`src/rtl/quadtree_switch_allocator.sv`:
```
// Quadtree router switch allocator: per-output round-robin unicast arbitration
// plus a single multicast owner that reserves outputs until it can send atomically.
module quadtree_switch_allocator #(
  parameter int NUM_PORT = 5,
  parameter int IDX_W    = 3
) (
  input  logic                         clk,
  input  logic                         rst,
  input  logic [NUM_PORT-1:0]          req_valid,
  input  logic [NUM_PORT*NUM_PORT-1:0] req_port,
  input  logic [NUM_PORT-1:0]          out_ready,
  output logic [NUM_PORT-1:0]          grant,
  output logic [NUM_PORT-1:0]          out_valid,
  output logic [NUM_PORT*IDX_W-1:0]    out_sel,
  output logic                         mc_busy
);

  typedef enum logic {IDLE, HOLD} state_t;

  state_t              state_q, state_d;
  logic [IDX_W-1:0]    rr_ptr_q [NUM_PORT];
  logic [IDX_W-1:0]    rr_ptr_d [NUM_PORT];
  logic [IDX_W-1:0]    mc_ptr_q, mc_ptr_d;
  logic [IDX_W-1:0]    owner_q, owner_d;
  logic [NUM_PORT-1:0] resv_q, resv_d;

  logic [NUM_PORT-1:0] port [NUM_PORT];
  logic [NUM_PORT-1:0] uc, mc, uc_eff, mask;
  logic [NUM_PORT-1:0] owner_port;
  logic                owner_req, owner_ok, mc_fire, hold;
  logic [NUM_PORT-1:0] found;
  logic [IDX_W-1:0]    win [NUM_PORT];
  logic                mc_found;
  logic [IDX_W-1:0]    mc_sel;

  function automatic logic [IDX_W-1:0] wrap_add(
    input logic [IDX_W-1:0] a,
    input int               k
  );
    int s;
    s = int'(a) + k;
    if (s >= NUM_PORT) s = s - NUM_PORT;
    return IDX_W'(s);
  endfunction

  assign hold = (state_q == HOLD);

  always_comb begin
    uc         = '0;
    mc         = '0;
    owner_port = '0;
    owner_req  = 1'b0;
    for (int i = 0; i < NUM_PORT; i++) begin
      port[i] = req_port[i*NUM_PORT +: NUM_PORT];
      uc[i]   = req_valid[i] && ($countones(port[i]) == 1);
      mc[i]   = req_valid[i] && ($countones(port[i]) >= 2);
      if (IDX_W'(i) == owner_q) begin
        owner_port = port[i];
        owner_req  = req_valid[i];
      end
    end
  end

  // The owner must still present the exact route it reserved with.
  assign owner_ok = hold && owner_req && (owner_port == resv_q);
  assign mc_fire  = owner_ok && ((out_ready & resv_q) == resv_q);
  assign mask     = hold ? resv_q : '0;

  always_comb begin
    uc_eff = uc;
    if (hold) uc_eff[owner_q] = 1'b0;
  end

  always_comb begin
    for (int o = 0; o < NUM_PORT; o++) begin
      found[o] = 1'b0;
      win[o]   = '0;
      if (!mask[o] && out_ready[o]) begin
        for (int k = 0; k < NUM_PORT; k++) begin
          if (!found[o] && uc_eff[wrap_add(rr_ptr_q[o], k)] &&
              port[wrap_add(rr_ptr_q[o], k)][o]) begin
            found[o] = 1'b1;
            win[o]   = wrap_add(rr_ptr_q[o], k);
          end
        end
      end
    end
  end

  always_comb begin
    mc_found = 1'b0;
    mc_sel   = '0;
    for (int k = 0; k < NUM_PORT; k++) begin
      if (!mc_found && mc[wrap_add(mc_ptr_q, k)]) begin
        mc_found = 1'b1;
        mc_sel   = wrap_add(mc_ptr_q, k);
      end
    end
  end

  always_comb begin
    grant     = '0;
    out_valid = '0;
    out_sel   = '0;
    if (!rst) begin
      for (int o = 0; o < NUM_PORT; o++) begin
        if (found[o]) begin
          grant[win[o]] = 1'b1;
          out_valid[o]  = 1'b1;
          out_sel[o*IDX_W +: IDX_W] = win[o];
        end
        if (mc_fire && resv_q[o]) begin
          out_valid[o] = 1'b1;
          out_sel[o*IDX_W +: IDX_W] = owner_q;
        end
      end
      if (mc_fire) grant[owner_q] = 1'b1;
    end
  end

  assign mc_busy = hold;

  always_comb begin
    state_d  = state_q;
    mc_ptr_d = mc_ptr_q;
    owner_d  = owner_q;
    resv_d   = resv_q;
    for (int o = 0; o < NUM_PORT; o++) begin
      rr_ptr_d[o] = found[o] ? wrap_add(win[o], 1) : rr_ptr_q[o];
    end
    unique case (state_q)
      IDLE: begin
        if (mc_found) begin
          state_d  = HOLD;
          owner_d  = mc_sel;
          resv_d   = port[mc_sel];
          mc_ptr_d = wrap_add(mc_sel, 1);
        end
      end
      HOLD: begin
        if (!owner_ok || mc_fire) begin
          state_d = IDLE;
          resv_d  = '0;
        end
      end
      default: state_d = IDLE;
    endcase
  end

  always_ff @(posedge clk or posedge rst) begin
    if (rst) begin
      state_q  <= IDLE;
      mc_ptr_q <= '0;
      owner_q  <= '0;
      resv_q   <= '0;
      for (int o = 0; o < NUM_PORT; o++) rr_ptr_q[o] <= '0;
    end else begin
      state_q  <= state_d;
      mc_ptr_q <= mc_ptr_d;
      owner_q  <= owner_d;
      resv_q   <= resv_d;
      for (int o = 0; o < NUM_PORT; o++) rr_ptr_q[o] <= rr_ptr_d[o];
    end
  end

endmodule

```
`config.mk`:
```
export PLATFORM = sky130hd
export DESIGN_NAME = quadtree_switch_allocator
export DESIGN_NICKNAME = d
export VERILOG_FILES = /design/src/rtl/quadtree_switch_allocator.sv
export SDC_FILE = /design/constraint.sdc
export NUM_CORES = 1
export LEC_CHECK = 0
export CORE_ASPECT_RATIO = 1.5
export CORE_MARGIN = 4
export CORE_UTILIZATION = 50
export CTS_CLUSTER_DIAMETER = 40
export DETAILED_ROUTE_END_ITERATION = 7
export GPL_ROUTABILITY_DRIVEN = 0
export PLACE_DENSITY = 0.71
export SYNTH_ARGS = -nofsm -noshare
export SYNTH_HDL_FRONTEND = slang
export SYNTH_SLANG_ARGS = --single-unit
export TNS_END_PERCENT = 30
```
`constraint.sdc`:
```
create_clock -name clk -period 6.4 [get_ports clk]
set_input_delay 0.64 -clock clk [delete_from_list [all_inputs] [get_ports clk]]
set_output_delay 0.64 -clock clk [all_outputs]
set_load 0.02 [all_outputs]
```
==> results.py, run 1 <==
metrics = {
    "run_status": {
        "status": "complete, no violations",
    },
    "logic_synthesis": {
        "yosys.cell_types.count": 92,
        "synthAdderAreaFrac_pct": 12.81,
        "synth_area_um2": 9145,
        "synth.top_cell.area_share_pct": 9.304,
        "synth_top_family_by_area": "compound AO/OA/AOI/OAI gates",
        "synth_most_common_cell": "nand2_1",
        "synth_edf_count": 0,
        "async_flop_share_pct": 100.0,
        "synth_xor_xnor_area_share_pct": 2.490,
        "synthMuxAreaShare_pct": 8.743,
        "synth_area_per_cell_um2": 7.139,
        "syn_nets": 1402,
        "ys_warn_count": 0,
        "yosysTopAreaCell": "ha_1",
        "synth_compound_area_share_pct": 31.44,
        "yosys-top-cells-count": "nand2_1 (120), inv_1 (106), a21oi_1 (86), ha_1 (68), o21ai_0 (63)",
        "ys_seq_area_share_pct": 7.388,
        "synth_cells": 1281,
        "netlist_top_cells_area": "ha_1 (9.3%), dfrtp_1 (7.4%), mux2i_1 (6.2%)",
        "ys_seq_elements": 27,
        "synth_flop_cell": "dfrtp_1",
        "yosys.area_share.simple_pct": 29.98,
    },
    "floorplan": {
        "design.die.area_um2": 20560,
        "io_pins": 63,
        "start_util_pct": 50.97,
        "dieWidth_um": 118.4,
        "rows": 60,
        "dieHeight_um": 173.6,
        "fp.coreArea_um2": 17940,
    },
    "routing": {
        "viasPerCell": 6.695,
        "drcViolationCount": 0,
        "num_vias": 10770,
        "dr.pass1.iters": 6,
        "routedWlPerCell_um": 20.09,
        "totalWireLength_mm": 32.32,
        "antenna_left": 0,
        "drt_iter0_drc": 798,
    },
    "setup_path": {
        "cpMostUsedCell": "buf_4",
        "reg2regPathDepth": 15,
        "worst-endpoint-required_ns": 5.76,
        "cp.arrival_ns": 5.70,
        "path_cells": "clkdlybuf4s50_1, fa_1, inv_1, fa_1, inv_1, ha_1, nor4b_2, buf_4, nand3_1, buf_4, mux2i_1, a32o_2, or4b_4, or3_4, a311oi_4, a21oi_1, nor3_1, buf_4, clkdlybuf4s50_1",
        "cp_slowest_cell": "or4b_4",
        "r2r_start": "mc_ptr_q[1]",
        "critPathCaptureType": "output port",
        "start_kind": "input pin",
        "critPathKind": "input pin to output port",
        "r2r_slack_ns": 1.32,
        "crit_fanout": 13,
        "rr_endpoint": "mc_ptr_q[1]",
        "setup.worst_path.start": "req_port[15]",
        "max_stage_delay_ns": 0.59,
        "critPathCapture": "out_sel[1]",
    },
    "sta": {
        "finalSetupViolCount": 0,
        "relSlewSlack_pct": 41.91,
        "fmax_ghz": 0.1577,
        "layout_min_cycle_time_ns": 6.343,
        "skew_ns": 0.009041,
        "fin_crit_sh_pct": 99.11,
        "tightest_slew_ns": 0.8714,
        "setup_slack_ns": 0.05707,
        "whs_ns": 0.7014,
        "slew_violations": 0,
        "rsz0062_at_grt": "yes",
        "timing.final.hold_violations": 0,
    },
    "power": {
        "power_frac_seq_pct": 7.9,
        "internal-power_mw": 2.526,
        "switching_share_pct": 57.25,
        "p_sw_mw": 3.383,
        "leakage_nw": 4.810,
        "clockPowerShare_pct": 2.7,
        "p_total_mw": 5.909,
        "combinationalPowerShare_pct": 89.4,
        "max-vdd-ir-drop_mv": 0.3497,
        "pwr_density_cell_nw_per_um2": 551.8,
    },
    "cells_and_area": {
        "utilization_pct": 59.69,
        "multi_input_area_um2": 7876,
        "drive_gt1_share_pct": 11.93,
        "nNetsFinal": 1514,
        "regArea_um2": 675.6,
        "antennaDiodeCount": 0,
        "syn2layout_area_growth_pct": 17.12,
        "fin_area_um2": 10710,
        "final.fill_count": 1714,
    },
    "global_routing": {
        "grt_pass1_vias": 10600,
        "antenna_found_initial": 0,
        "overflow": 0,
        "grt_max_degree": 28,
        "grt_pass1_wl_mm": 52.12,
        "track_usage_pct": 30.28,
    },
    "cts": {
        "clk_pin_slew_worst_paths_ns": 0.07,
        "clock_latency_ns": 0.28,
        "cts-buffers-inserted": 3,
        "cts_htree_levels": 1,
        "post_cts_buffers": 0,
        "cts_tree": "yes",
        "cts_root_buffer": "clkbuf_16",
        "cts_sinks": 27,
        "hold_buffers": 0,
        "clock_path_buffers": 2,
    },
    "place": {
        "placed_cell_area_um2": 10570,
        "dpl_worst_slack_ns": -0.1711,
        "io_buffers": 62,
        "dp_hpwl_mm": 26.14,
    },
    "run": {
        "drv_cap": 0,
    },
    "hold_path": {
        "hold_class": "flip-flop to flip-flop",
    },
}
==> flip-flops by register name, summed over array words and instances, names as in the netlist <==
signal / flops
resv_q: 5
rr_ptr_q: 15
mc_busy: 1
mc_ptr_q: 3
owner_q: 3
==> power groups by stage <==
stage               Clock, mW  Sequential (mW)  Combinational, mW
floorplan                   0            0.331               3.81
global placement            0            0.462               5.09
detailed placement          0            0.462               5.15
CTS                     0.156            0.459               5.17
global route            0.165            0.481               5.80
finish                  0.157            0.467               5.29
==> cell families (layout without fill, tap and decap cells) <==
family / Yosys count / after routing
simple gates: 498 / 498
compound gates: 409 / 409
buf+inv: 167 / 278
fa+ha+maj: 84 / 84
mux: 70 / 70
flops: 27 / 27
xor+xnor: 26 / 26
==> timing repair <==
item / 4_1_cts / 5_1_grt
resized for setup: 5 / 23
pin swaps: 0 / 1
endpoints found under the setup margin: 6 / 17
==> layout by cell type, fill, tap and decap left out, types with 14 or more instances in the layout <==
cell type        count
buf_4              101
or3_1               16
nor3_1              47
dfrtp_1             27
a31oi_1             14
xnor2_1             24
o31ai_1             17
a211oi_1            30
o21a_1              17
nand2b_1            31
and2_1              19
nor2b_1             33
nand4_1             20
mux2i_1             57
fa_1                16
a21o_1              17
clkdlybuf4s50_1     50
inv_1              106
a21oi_1             86
nand3_1             45
and3_1              14
ha_1                68
o21ai_0             62
nand2_1            120
nor2_1              60
==> metal layers <==
layer  track usage (%)  routed length, um  up-vias
met5                 0                  0        -
met4             16.72               2196        0
met3             2.514               1938      171
met1             33.03              11760     5026
li1                  -                  -     5047
met2             57.03              16420      529
==> cell type report <==
| class | instances | area share [%] |
|---|---|---|
| Tap cell | 217 | 2.535 |
| Inverter | 111 | 3.890 |
| Clock buffer | 3 | 0.7009 |
| Timing Repair Buffer | 163 | 12.98 |
| Multi-Input combinational cell | 1087 | 73.54 |
| Clock inverter | 1 | 0.04673 |
| Sequential cell | 27 | 6.308 |
==> critical path: cells and delay by family <==
| family | cells | cell delay (ns) |
|---|---|---|
| muxes | 1 | 0.10 |
| buffers and inverters | 7 | 1.71 |
| and+or+nand+nor | 5 | 1.40 |
| adders and majority gates | 3 | 1.10 |
| AOI/OAI and AO/OA | 3 | 0.73 |
==> worst min path at each step <==
stage                     cells past startpoint      start   endpoint  slack [ns]
final                                         2  resv_q[1]  resv_q[1]        0.70
after global routing                          2  resv_q[1]  resv_q[1]        0.70
after CTS                                     2  resv_q[1]  resv_q[1]        0.68
after detailed placement                      2  resv_q[1]  resv_q[1]        0.67
after global placement                        2  resv_q[1]  resv_q[1]        0.66
after floorplan                               2  resv_q[1]  resv_q[1]        0.53
==> through the flow <==
stage | instances | TNS, ns
global route | 1609 | -0.1290
detailed placement | 1605 | -0.6215
global placement | 1605 | -0.2013
finish | 1609 | 0
CTS | 1609 | 0
floorplan | 1281 | 0
Note: power is estimated with default switching activity, not from simulation.
==> run 2, diff against run 1 <==
Settings changed: CORE_UTILIZATION 50 to 46, PLACE_DENSITY 0.71 to 0.67.
==> results.py, run 2 (same netlist as run 1, synthesis figures left out) <==
metrics = {
    "run_status": {
        "status": "complete, no violations",
    },
    "setup_path": {
        "max_stage_delay_ns": 0.58,
        "cp_slowest_cell": "fa_1",
        "cpLargestDelayFamily": "simple AND/OR/NAND/NOR gates",
        "r2r_slack_ns": 1.32,
        "worst-endpoint-required_ns": 5.76,
        "start_kind": "input pin",
        "r2r_start": "mc_ptr_q[1]",
        "reg2regPathDepth": 15,
        "cp.arrival_ns": 5.64,
        "path_cells": "clkdlybuf4s50_1, fa_1, inv_1, fa_1, inv_1, ha_1, nor4b_2, buf_4, and3_1, and3_1, o31a_1, or4b_1, buf_4, or3_4, a311oi_4, nand4bb_1, o31a_1, a31oi_2, dlygate4sd2_1",
        "crit_fanout": 7,
        "rr_endpoint": "mc_ptr_q[1]",
        "path_buf_inv": 6,
        "critPathCaptureType": "output port",
        "critPathKind": "input pin to output port",
    },
    "cts": {
        "cts_htree_levels": 1,
        "post_cts_buffers": 0,
        "cts_tree": "yes",
        "cts_root_buffer": "clkbuf_16",
        "clock_path_buffers": 2,
        "cts-buffers-inserted": 3,
        "clk_pin_slew_worst_paths_ns": 0.07,
        "cts_sinks": 27,
        "clock_latency_ns": 0.28,
    },
    "global_routing": {
        "grt_max_degree": 28,
        "overflow": 0,
        "grt_pass1_vias": 10350,
        "grt_pass1_wl_mm": 51.92,
        "track_usage_pct": 28.36,
        "antenna_found_initial": 0,
    },
    "floorplan": {
        "dieWidth_um": 123.1,
        "start_util_pct": 47.34,
        "design.die.area_um2": 22250,
        "fp.coreArea_um2": 19320,
        "dieHeight_um": 180.7,
        "io_pins": 63,
        "rows": 62,
    },
    "routing": {
        "viasPerCell": 6.463,
        "antenna_left": 0,
        "num_vias": 10730,
        "dr.pass1.iters": 7,
        "totalWireLength_mm": 32.49,
        "drt_iter0_drc": 1003,
        "routedWlPerCell_um": 19.57,
        "drcViolationCount": 0,
    },
    "cells_and_area": {
        "nNetsFinal": 1526,
        "fin_cells": 1660,
        "utilization_pct": 56.03,
        "final_common_cell": "nand2_1",
        "syn2layout_area_growth_pct": 18.35,
        "drive_gt1_share_pct": 12.61,
        "largest_reg_flops": 15,
        "top_regs": "rr_ptr_q: 15 flops, resv_q: 5 flops",
        "final_cell_mix": "nand2_1 (120), buf_4 (113), inv_1 (106)",
        "antennaDiodeCount": 0,
        "regMostFlops": "rr_ptr_q",
    },
    "place": {
        "dpl_worst_slack_ns": -0.1383,
        "dp_cells": 1656,
        "io_buffers": 62,
        "dp_hpwl_mm": 26.12,
    },
    "sta": {
        "finalSetupViolCount": 0,
        "fmax_ghz": 0.1594,
        "timing.final.hold_violations": 0,
        "fin_crit_sh_pct": 98.05,
        "skew_ns": 0.01480,
        "relSlewSlack_pct": 41.47,
        "rsz0062_at_grt": "yes",
        "slew_violations": 0,
        "setup_slack_ns": 0.1245,
        "tightest_slew_ns": 0.8752,
        "layout_min_cycle_time_ns": 6.275,
    },
    "run": {
        "drv_cap": 0,
    },
    "hold_path": {
        "hold_class": "flip-flop to flip-flop",
        "min-delay-start": "resv_q[1]",
        "hold_path_end": "resv_q[1]",
        "hold_depth": 2,
    },
    "power": {
        "leakage_nw": 4.825,
        "max-vdd-ir-drop_mv": 0.2793,
        "pwr_density_cell_nw_per_um2": 546.5,
    },
}
run 2: changes by cell type in the layout (fill, tap and decap cells not counted), sizes merged:
cell,delta
buf,+12
dlygate4sd2,-1
clkbuf,+2
dlymetal6s2s,-2
clkdlybuf4s50,+1
run 2: final cells by class:
| cell class | count | area, um^2 |
|---|---|---|
| Timing Repair Buffer | 175 | 1466 |
| Tap cell | 256 | 320.3 |
| Clock buffer | 3 | 75.07 |
| Clock inverter | 1 | 5.005 |
| Sequential cell | 27 | 675.6 |
| Fill cell | 1891 | 8493 |
| Multi-Input combinational cell | 1087 | 7864 |
| Inverter | 111 | 416.7 |
run 2: how the worst max path moves through the flow:
stage / from / to / slack, ns / depth (start not counted)
finish: req_port[20] / grant[0] / 0.12 / 19
global route: req_port[20] / out_sel[13] / -0.11 / 18
CTS: req_port[5] / out_sel[0] / 0.02 / 20
detailed placement: req_port[5] / grant[0] / -0.14 / 19
global placement: req_port[20] / grant[3] / -0.14 / 20
floorplan: req_port[5] / grant[0] / 0.85 / 14
run 2: report_power, final:
group,internal [mW],switching (mW),leakage (nW)
sequential,0.249,0.208,0.343
combinational,2.20,3.10,4.44
clock,0.0851,0.0741,0.0409
run 2: through the flow:
stage               setup TNS (ns)  area [um^2]  hold WS, ns  power [mW]
floorplan                        0         9145       0.5319       4.144
global placement           -0.2715        10710       0.6628       5.565
detailed placement         -0.5159        10710       0.6632       5.612
CTS                              0        10780       0.6769       5.785
global route               -0.3788        10820       0.6947       6.418
finish                           0        10820       0.6981       5.914
run 2: metal layers:
layer | up-vias | GRT usage, % | routed length (um)
met3 | 154 | 2.827 | 1918
met2 | 501 | 49.85 | 16220
met1 | 5009 | 33.09 | 12310
met4 | 0 | 15.25 | 2036
met5 | - | 0 | 0
li1 | 5064 | - | -
run 2: worst register-to-register path, stage by stage (launching register included):
cell,delay (ns)
dfrtp_1,0.64
inv_1,0.30
ha_1,0.55
inv_1,0.20
mux2i_1,0.19
mux4_2,0.53
a22oi_1,0.43
and3_1,0.26
o21ai_0,0.11
o21a_1,0.15
nor2_1,0.53
inv_2,0.21
ha_1,0.28
mux2i_1,0.25
mux2i_1,0.23
o21ai_0,0.09
run 2: repair_timing:
item | in CTS | in global routing
setup endpoints to repair | 5 | 15
hold buffers | 0 | 0
cloned | 0 | 0
pin swaps | 0 | 0
resized for setup | 5 | 23
==> run 3, diff against run 2 <==
Settings changed: PLACE_DENSITY 0.67 to not set, REMOVE_ABC_BUFFERS set to 1.
==> results.py, run 3 (same netlist as run 1, synthesis figures left out) <==
metrics = {
    "run_status": {
        "status": "complete, no violations",
    },
    "place": {
        "dp_cells": 1676,
        "io_buffers": 62,
        "placed_cell_area_um2": 10860,
        "dp_hpwl_mm": 27.02,
    },
    "cells_and_area": {
        "drive_gt1_share_pct": 13.96,
        "final_cell_mix": "buf_4 (134), nand2_1 (120), inv_1 (106)",
        "final.fill_count": 1893,
        "fin_cells": 1681,
        "utilization_pct": 56.89,
        "top_regs": "rr_ptr_q: 15 flops, resv_q: 5 flops",
        "fin_area_um2": 10990,
        "antennaDiodeCount": 0,
        "regMostFlops": "rr_ptr_q",
        "multi_input_area_um2": 7869,
        "largest_reg_flops": 15,
        "final_common_cell": "buf_4",
        "nNetsFinal": 1547,
        "regArea_um2": 675.6,
        "syn2layout_area_growth_pct": 20.17,
    },
    "sta": {
        "fmax_ghz": 0.1614,
        "relSlewSlack_pct": 51.99,
        "skew_ns": 0.01319,
        "tightest_slew_ns": 0.7161,
        "setup_tns_ns": 0,
        "finalSetupViolCount": 0,
        "slew_violations": 0,
        "rsz0062_at_grt": "no",
        "fin_crit_sh_pct": 96.78,
        "timing.final.hold_violations": 0,
        "layout_min_cycle_time_ns": 6.194,
    },
    "setup_path": {
        "cpLargestDelayFamily": "buffers and inverters",
        "critPathCaptureType": "output port",
        "path_buf_inv": 7,
        "critPathKind": "input pin to output port",
        "crit_fanout": 8,
        "cpMostUsedCell": "buf_4",
        "path_cells": "clkdlybuf4s50_1, fa_1, inv_1, fa_1, inv_1, ha_1, nor4b_4, buf_4, nand3_1, buf_4, mux2i_1, a32o_2, or4b_1, and4bb_2, o311a_1, buf_4, a21oi_1, nor2_1, clkdlybuf4s50_1",
        "worst-endpoint-required_ns": 5.76,
        "start_kind": "input pin",
        "cp_slowest_cell": "clkdlybuf4s50_1",
        "cp.arrival_ns": 5.55,
        "max_stage_delay_ns": 0.58,
    },
    "cts": {
        "cts_tree": "yes",
        "clock_path_buffers": 2,
        "cts_root_buffer": "clkbuf_16",
        "cts-buffers-inserted": 3,
        "clock_latency_ns": 0.28,
        "cts_htree_levels": 1,
        "cts_sinks": 27,
        "hold_buffers": 0,
        "clk_pin_slew_worst_paths_ns": 0.08,
    },
    "power": {
        "p_total_mw": 5.967,
        "max-vdd-ir-drop_mv": 0.2520,
        "pwr_density_cell_nw_per_um2": 543.0,
        "leakage_nw": 4.964,
    },
    "floorplan": {
        "rows": 62,
        "design.die.area_um2": 22250,
        "start_util_pct": 47.34,
        "io_pins": 63,
        "dieWidth_um": 123.1,
        "fp.coreArea_um2": 19320,
        "dieHeight_um": 180.7,
    },
    "global_routing": {
        "overflow": 0,
        "grt_pass1_wl_mm": 53.88,
        "grt_max_degree": 28,
        "antenna_found_initial": 0,
        "grt_pass1_vias": 10600,
        "track_usage_pct": 29.57,
    },
    "routing": {
        "antenna_left": 0,
        "drcViolationCount": 0,
        "drt_iter0_drc": 1106,
        "num_vias": 10740,
        "viasPerCell": 6.389,
        "routedWlPerCell_um": 19.83,
        "dr.pass1.iters": 6,
        "totalWireLength_mm": 33.33,
    },
    "run": {
        "drv_cap": 0,
    },
    "hold_path": {
        "hold_class": "flip-flop to flip-flop",
    },
}
run 3: layer usage:
metal | share of wire [%] | GRT usage (%) | up-vias
li1 | - | - | 5118
met1 | 40 | 35.79 | 5145
met2 | 51 | 53.31 | 380
met3 | 4.3 | 1.790 | 97
met4 | 4.4 | 11.84 | 0
met5 | 0 | 0 | -
run 3: worst min-delay path: stages, from the launching register on:
cell and delay [ns]:
dfrtp_1 0.39, inv_1 0.18, a32oi_1 0.09
run 3: final timing paths:
| kind | start | end | slack, ns | cells past startpoint |
|---|---|---|---|---|
| max reg2reg | mc_ptr_q[1] | mc_ptr_q[1] | 1.30 | 15 |
| min reg2reg | rr_ptr_q[6] | rr_ptr_q[6] | 0.70 | 2 |
| max | req_port[15] | out_sel[2] | 0.21 | 19 |
| min | rr_ptr_q[6] | rr_ptr_q[6] | 0.70 | 2 |
| max in group asynchronous | rst | rr_ptr_q[6] | 4.78 | 3 |
| min in group asynchronous | rst | rr_ptr_q[11] | 1.30 | 3 |
run 3: where the power goes:
| part | internal, mW | total (mW) | switching, mW | leakage, nW |
|---|---|---|---|---|
| sequential | 0.249 | 0.438 | 0.189 | 0.343 |
| clock | 0.0857 | 0.162 | 0.0761 | 0.0371 |
| combinational | 2.23 | 5.37 | 3.13 | 4.58 |
run 3: cell type report:
class / instances / share of cell area (%)
multi-input combinational: 1087 / 71.60
timing repair buffer: 196 / 14.79
inverter: 111 / 3.791
clock buffer: 3 / 0.6831
clock inverter: 1 / 0.06831
sequential: 27 / 6.148
tap: 256 / 2.915
run 3: stage by stage:
stage                     hold slack, ns  worst slack [ns]
after floorplan                   0.5319            0.2777
after global routing              0.7195         0.0004761
after global placement            0.6657           -0.1486
final                             0.6979            0.2060
after detailed placement          0.6728           -0.1865
after CTS                         0.6908           0.02190
run 3: what timing repair did:
item | in CTS | in global routing
buffers inserted | 0 | 1
gates resized for setup | 5 | 30
pin swaps | 0 | 1
setup endpoints to repair | 5 | 18
